[config.mk]
export PLATFORM = sky130hd
export DESIGN_NAME = mem_access_controller
export DESIGN_NICKNAME = d
export VERILOG_FILES = /design/src/rtl/mem_access_controller.sv
export SDC_FILE = /design/constraint.sdc
export NUM_CORES = 1
export LEC_CHECK = 0
export CAP_MARGIN = 5
export CORE_UTILIZATION = 37
export CTS_CLUSTER_DIAMETER = 50
export DETAILED_ROUTE_END_ITERATION = 8
export PLACE_DENSITY = 0.7
export SETUP_SLACK_MARGIN = 0.02
export SYNTH_ARGS = -nofsm -noshare
export SYNTH_HDL_FRONTEND = slang
export SYNTH_SLANG_ARGS = --single-unit
[constraint.sdc]
create_clock -name clk -period 1.9 [get_ports clk]
set_clock_uncertainty 0.1 [all_clocks]
set_input_delay 0.38 -clock clk [delete_from_list [all_inputs] [get_ports clk]]
set_output_delay 0.38 -clock clk [all_outputs]
set_load 0.1 [all_outputs]
[src/rtl/mem_access_controller.sv]
// mem_access_controller
// Sequences multi-cycle data-memory accesses in the MEM stage of the 5-stage
// MIPS pipeline. For each load or store it inserts MEM_LATENCY wait cycles.
// During those cycles it freezes PC, IF/ID, ID/EX and EX/MEM, and it injects
// a bubble into MEM/WB.
//
// Optional build macro: MEM_ACCESS_PERF_EN adds saturating performance counters.
//
// Ports:
//   clk           pipeline clock, rising edge
//   rst           asynchronous active-high reset
//   mem_read_in   EX/MEM MemRead of the instruction in MEM
//   mem_write_in  EX/MEM MemWrite of the instruction in MEM
//   mem_req       data-memory access enable
//   mem_we        data-memory write enable (valid while mem_req=1)
//   stall         hold PC, IF/ID, ID/EX, EX/MEM
//   wb_bubble     force RegWrite/MemToReg low into MEM/WB
//   busy          controller in ACCESS or DONE
//   conflict_err  sticky: read and write requested together
//   stall_cycles  (MEM_ACCESS_PERF_EN) edges with stall=1
//   access_count  (MEM_ACCESS_PERF_EN) completed accesses
module mem_access_controller #(
    parameter int unsigned MEM_LATENCY = 2,
    parameter int unsigned CNT_W       = 4
) (
    input  logic        clk,
    input  logic        rst,
    input  logic        mem_read_in,
    input  logic        mem_write_in,
    output logic        mem_req,
    output logic        mem_we,
    output logic        stall,
    output logic        wb_bubble,
    output logic        busy,
    output logic        conflict_err
`ifdef MEM_ACCESS_PERF_EN
    ,
    output logic [31:0] stall_cycles,
    output logic [31:0] access_count
`endif
);

    // Elaboration-time range check on the wait counter
    if (MEM_LATENCY >= (2 ** CNT_W)) begin : g_bad_cnt_w
        $error("mem_access_controller: MEM_LATENCY must be < 2**CNT_W");
    end

    // The IDLE cycle that first sees the request is the first wait cycle.
    // The ACCESS state therefore covers the remaining MEM_LATENCY-1 cycles.
    // cnt counts ACCESS cycles left after the current one.
    localparam int unsigned CNT_LOAD_I = (MEM_LATENCY >= 2) ? (MEM_LATENCY - 2) : 0;
    localparam logic [CNT_W-1:0] CNT_LOAD = CNT_W'(CNT_LOAD_I);

    typedef enum logic [1:0] {
        IDLE   = 2'd0,
        ACCESS = 2'd1,
        DONE   = 2'd2
    } state_e;

    state_e           state_q, state_d;
    logic [CNT_W-1:0] cnt_q, cnt_d;
    logic             conflict_q;
    logic             req, wr;

    assign req          = mem_read_in | mem_write_in;
    assign wr           = mem_write_in;
    assign conflict_err = conflict_q;

    // State, wait counter and sticky conflict flag
    always_ff @(posedge clk or posedge rst) begin
        if (rst) begin
            state_q    <= IDLE;
            cnt_q      <= '0;
            conflict_q <= 1'b0;
        end else begin
            state_q    <= state_d;
            cnt_q      <= cnt_d;
            conflict_q <= conflict_q | (mem_read_in & mem_write_in);
        end
    end

    // Next-state and combinational outputs; the stall appears in the request cycle
    always_comb begin
        state_d   = state_q;
        cnt_d     = cnt_q;
        mem_req   = 1'b0;
        mem_we    = 1'b0;
        stall     = 1'b0;
        wb_bubble = 1'b0;
        busy      = 1'b0;

        case (state_q)
            IDLE: begin
                mem_req = req;
                mem_we  = wr;
                if (req && (MEM_LATENCY > 0)) begin
                    stall     = 1'b1;
                    wb_bubble = 1'b1;
                    if (MEM_LATENCY == 1) begin
                        state_d = DONE;
                    end else begin
                        state_d = ACCESS;
                        cnt_d   = CNT_LOAD;
                    end
                end
            end
            ACCESS: begin
                // EX/MEM is frozen, so mem_write_in is stable here
                mem_req   = 1'b1;
                mem_we    = mem_write_in;
                stall     = 1'b1;
                wb_bubble = 1'b1;
                busy      = 1'b1;
                if (cnt_q == '0) begin
                    state_d = DONE;
                end else begin
                    cnt_d = cnt_q - CNT_W'(1);
                end
            end
            DONE: begin
                // A request still held here belongs to the finishing instruction
                mem_req = 1'b1;
                mem_we  = wr;
                busy    = 1'b1;
                state_d = IDLE;
                cnt_d   = '0;
            end
            default: begin
                state_d = IDLE;
                cnt_d   = '0;
            end
        endcase

        // Outputs are quiet for the whole time reset is held
        if (rst) begin
            mem_req   = 1'b0;
            mem_we    = 1'b0;
            stall     = 1'b0;
            wb_bubble = 1'b0;
            busy      = 1'b0;
        end
    end

`ifdef MEM_ACCESS_PERF_EN
    logic [31:0] stall_cycles_q;
    logic [31:0] access_count_q;
    logic        access_evt;

    // An access completes in DONE, or in IDLE when memory is single-cycle
    assign access_evt = (state_q == DONE) ||
                        ((state_q == IDLE) && req && (MEM_LATENCY == 0));

    // Saturating performance counters
    always_ff @(posedge clk or posedge rst) begin
        if (rst) begin
            stall_cycles_q <= '0;
            access_count_q <= '0;
        end else begin
            if (stall && (stall_cycles_q != '1)) begin
                stall_cycles_q <= stall_cycles_q + 32'd1;
            end
            if (access_evt && (access_count_q != '1)) begin
                access_count_q <= access_count_q + 32'd1;
            end
        end
    end

    assign stall_cycles = stall_cycles_q;
    assign access_count = access_count_q;
`endif

endmodule

; Yosys cells after proc, flatten, opt, wreduce, memory -nomap -nowiden
; Cells that the tools add are included.
[totals]
register_bits = 7
inputBits = 4
out_inout_bits = 6
word_cells = 33
[classes]
n_addsub = 1
eq_ne = 5
n_mux = 15
bitwise = 3
reduce_logical = 6
[op_table]
columns = op, n
row1 = $mux 4, 2
row2 = $pmux 4 s2, 1
row3 = $mux 1, 7
row4 = $ne 2x2->1 const B, 3
row5 = $logic_not 4->1, 1
row6 = $mux 2, 2
row7 = $pmux 1 s2, 2
row8 = $pmux 2 s2, 1
row9 = $reduce_and 2->1, 2
row10 = $sub 4x1->4 const B, 1
row11 = $reduce_or 3->1, 1
row12 = $eq 2x1->1 const B, 1
row13 = $eq 2x2->1 const B, 1
row14 = $logic_not 2->1, 1
row15 = $or 1x1->1, 2
row16 = $reduce_or 2->1, 1
row17 = $and 1x1->1, 1

; Depth between registers and ports, before layout
[depth]
word_depth = 4
ltp_mapped = 6
ltp_nobuf = 5

; Worst setup path after synthesis
; No wires, ideal clock.
[synth_timing]
kind = register to output
from = register state_q[0]
to = output mem_we
arrival_ns = 2.814
t_required_ns = 1.420
slack_ns = -1.394
path_stages_with_launch = 3
path_buffers = 0
path_cell_list = dfrtp_1 > ha_1 > nor3b_1
[synth_between]
elab_chain_len = 4
elab_cells_between_ends = 6
classes_between = 2 x eq/ne / 2 x mux / 2 x reduce/logical
[synth_rtl]
columns = element, line
row1 = from (decl), 60  ; state_e state_q, state_d;
row2 = from (signal assigned), 76  ; state_q <= state_d;
row3 = $eq 2x1->1 (tied with other cells), 92  ; case (state_q)
row4 = $reduce_or 3->1 (no line) *, --
row5 = $mux 1 *, 92
row6 = $mux 1 *, 135  ; if (rst) begin
row7 = to (decl), 31  ; output logic mem_we,
; Every way passes the cells marked *; elsewhere a longest branch is shown, timed or not.

; Worst setup path after layout
[layout_timing]
from = register state_q[0]
to = output mem_req
[layout_between]
elab_chain_len = 4
elab_cells_between_ends = 6
classes_between = 2 x eq/ne / 2 x mux / 2 x reduce/logical
[layout_rtl]
columns = element, line
row1 = $eq 2x1->1 / $eq 2x2->1 (equally long branches), 92
row2 = $reduce_or 2->1 (no line), --
row3 = $pmux 1 s2 *, 92
row4 = $mux 1 *, 135
row5 = to (decl), 30  ; output logic mem_req,
; Marks and branches as above.

==> metrics.md <==
| Metric | Value |
|---|---|
| CTS H-tree depth | 1 |
| Final min period | about 1900 ps |
| Final GP Congestion | 0.810 |
| Maximum achievable frequency | 529 MHz |
| Synthesized instance count | 56 |
| Initial standard-cell utilization of the core | 39.5% |
| Number of warning messages in the yosys log | 0 |
| Switching power total | slightly above 0.6 mW |
| Share of total power consumed by net switching | 49.0% |
| Routed wire length | 1100 um |
| Startpoint Class | flip-flop |
| Worst skew pair latency | around 250 ps |
| Average detailed-routed wire length per instance | about 12 um |
| Number of violations reported at the end of detailed-routing iteration 0 | 6 |
| Most common cell after layout, fill and taps aside | sky130_fd_sc_hd__buf_4 |
| Antenna diode count | 0 |
| Max-slew violation count | 0 |
| Worst-path clk slew | roughly 50 ps |
| Cell area after technology mapping | about 500 sq um |
| Via/cell ratio | slightly above 5 |
| Type of destination of the critical path | primary output |
| Reg-to-reg startpoint | cnt_q[1] |
| Worst min path class | reg2reg |
| Required time at the endpoint of the critical path | 1420 ps |
| Number of distinct standard cells referenced by the synthesized netlist | 25 |
| Ratio of cells with drive above 1 in the final layout | 41.3% |
| Relative slew slack | 76.0% |
| Total count of hold-check failures in the final report | 0 |
| Power share of the combinational group | around three quarters |
| Post-route fraction of the period consumed by the critical path | 99.4% |
| Core box area | 0.00130 sq mm |
| Startpoint of the most critical hold path | conflict_err |
| Number of global-route vias before repair | around 400 |
| Overflow left after global routing | 0 |
| Commonest non-fill, non-tap cells in the layout | sky130_fd_sc_hd__buf_4, sky130_fd_sc_hd__dfrtp_1, sky130_fd_sc_hd__buf_12 |
| Placed instance area | between 700 and 800 sq um |
| Static Leakage | between 0.3 and 0.4 nW |
| Portion of total power attributed to the clock network | roughly a tenth |
| Fin worst setup slack | between 10 and 15 ps |
| Worst hold path depth | 1 |
| CTS tree | done |
| Net count of the mapped netlist | 67 |
| Final Non-Filler Cells | 90 |
| Worst Max-Slew Pin Slew | between 300 and 400 ps |
| PortBufs | 9 |
| Sequential area share after synthesis | between 30% and 40% |
| Tot GR Track Use | between 10% and 20% |
| Maximum number of pins on one net before global-route repair | 9 |
| Final HPWL from detailed placement | around 900 um |
| R2R depth | 5 |
| Cell at the root of the clock tree | sky130_fd_sc_hd__clkbuf_4 |
| Internal power of the cells | 0.647 mW |
| Worst hold path endpoint | conflict_err |
| Post-placement setup slack | -176 ps |
| Floorplan die area | ~0.0015 sq mm |
| Initial antenna violation count | 0 |
| Final setup vio count | 0 |
| Global-route wire length before repair | 1780 um |
| IR drop worst, VDD | 1.20 mV |
| Cell total after placement | slightly above 80 |
| Area growth from synthesis to layout | 64.0% |
| Die boundary width | 39.3 um |
| Number of vias after detailed routing | between 400 and 500 |
| Run status | finished clean |
| NumNets Final | 87 |
| Number of clock buffers inserted by TritonCTS | 3 |
| Maximum clock insertion buffer count | 2 |
| Register-to-Register Setup Slack | 90 ps |
| Post-route DRC violation count | 0 |
| TritonCTS Sinks | 7 |
| Pwr per Cell Area | 1510 mW/mm^2 |
| Final Cell Area | roughly 840 sq um |
| Syn_area_per_cell | 9.18 sq um |
| Vertical die dimension | between 30 and 40 um |
| Post-Route Hold Slack | 424 ps |
| Total iterations of the first detailed-routing run | 4 |
| WS Path Type | reg2out |
| Total of max-cap violations | 0 |
| Sequential power share | between 10% and 20% |
| Setup repair after global routing missed its margin | true |
| Number of I/O pins | 10 |
| Count of standard-cell rows | 13 |
| R2r endpoint | state_q[1] |
| Remaining antenna violation count | 0 |
| Total power | 1.27 mW |
| Critical path peak fanout | 4 |
| Number of flip-flops and latches in the synthesized netlist | 7 |
| Arrival time of data at the critical path endpoint | ~1400 ps |
-- cell families after synthesis --
family          synth area share [%]
flops                           34.1
mux                             4.14
fa+ha+maj                       17.0
compound gates                  16.5
buf+inv                         6.57
simple gates                    21.7
-- how the worst max path moves through the flow --
stage / to / slack, ps / from
3_3_place_gp: mem_req / -180 / mem_write_in
3_5_place_dp: mem_req / -180 / mem_write_in
4_1_cts: mem_req / -6 / state_q[0]
5_1_grt: mem_req / -50 / state_q[0]
6_report: mem_req / 10 / state_q[0]
2_1_floorplan: wb_bubble / -170 / state_q[1]
-- area by class of cell --
class | count | area (sq um)
clock buffer | 4 | 26.3
sequential | 7 | 175
fill | 113 | 458
inverter | 6 | 22.5
multi-input combinational | 41 | 393
timing repair buffer | 17 | 208
tap | 15 | 18.8
-- critical path, stage by stage (launching register included) --
cell and delay, ps:
sky130_fd_sc_hd__dfrtp_1 400, sky130_fd_sc_hd__buf_4 150, sky130_fd_sc_hd__ha_1 220, sky130_fd_sc_hd__nor3_4 200
sky130_fd_sc_hd__buf_12 200
-- repair_timing --
action	in CTS	in global routing
endpoints found under the hold margin	0	0
hold buffers	0	0
resized for setup	9	0
buffers inserted	2	1
pin swaps	4	1
setup endpoints to repair	4	5
-- per-stage QoR --
step	setup TNS (ps)	utilization [%]
after floorplan	-384	-
after global placement	-494	57.9
after detailed placement	-463	57.9
after CTS	-5.51	64.2
after global routing	-140	64.8
final	0	64.8
-- cell usage after synthesis (all sizes together) --
| library cell | n | area share (%) |
|---|---|---|
| clkbuf | 1 | 0.73 |
| buf | 1 | 1.5 |
| ha | 7 | 17 |
| or2 | 1 | 1.2 |
| o31a | 1 | 1.7 |
| dfrtp | 7 | 34 |
| inv | 6 | 4.4 |
| mux2 | 1 | 2.2 |
| nand3 | 2 | 1.9 |
| nor2b | 2 | 2.4 |
| a31oi | 1 | 1.2 |
| a21o | 1 | 1.5 |
| nor3 | 2 | 1.9 |
| or3b | 2 | 3.9 |
| nand2b | 1 | 1.2 |
| a21oi | 6 | 6.6 |
| nand2 | 3 | 2.2 |
| mux2i | 1 | 1.9 |
| o21ai | 4 | 3.9 |
| o311ai | 1 | 1.7 |
| nor2 | 2 | 1.5 |
| nor3b | 3 | 5.4 |
-- power groups by stage --
stage | registers (mW) | logic, mW | clock network (mW)
2_1_floorplan | 0.192 | 0.594 | 0
3_3_place_gp | 0.195 | 0.774 | 0
3_5_place_dp | 0.198 | 0.788 | 0
4_1_cts | 0.189 | 0.938 | 0.138
5_1_grt | 0.193 | 0.995 | 0.143
6_report | 0.188 | 0.950 | 0.131
-- layer usage --
layer  GRT usage, %  part of all wire, %
met5              0                    0
met3           3.41                  4.0
met4           10.3                  1.1
met2           27.5                   48
met1           23.9                   47
-- sequential cells by signal, summed over array words and instances, names as in the netlist --
name,flops
cnt_q,4
state_q,2
conflict_err,1
Note: power is estimated with default switching activity, not from simulation.
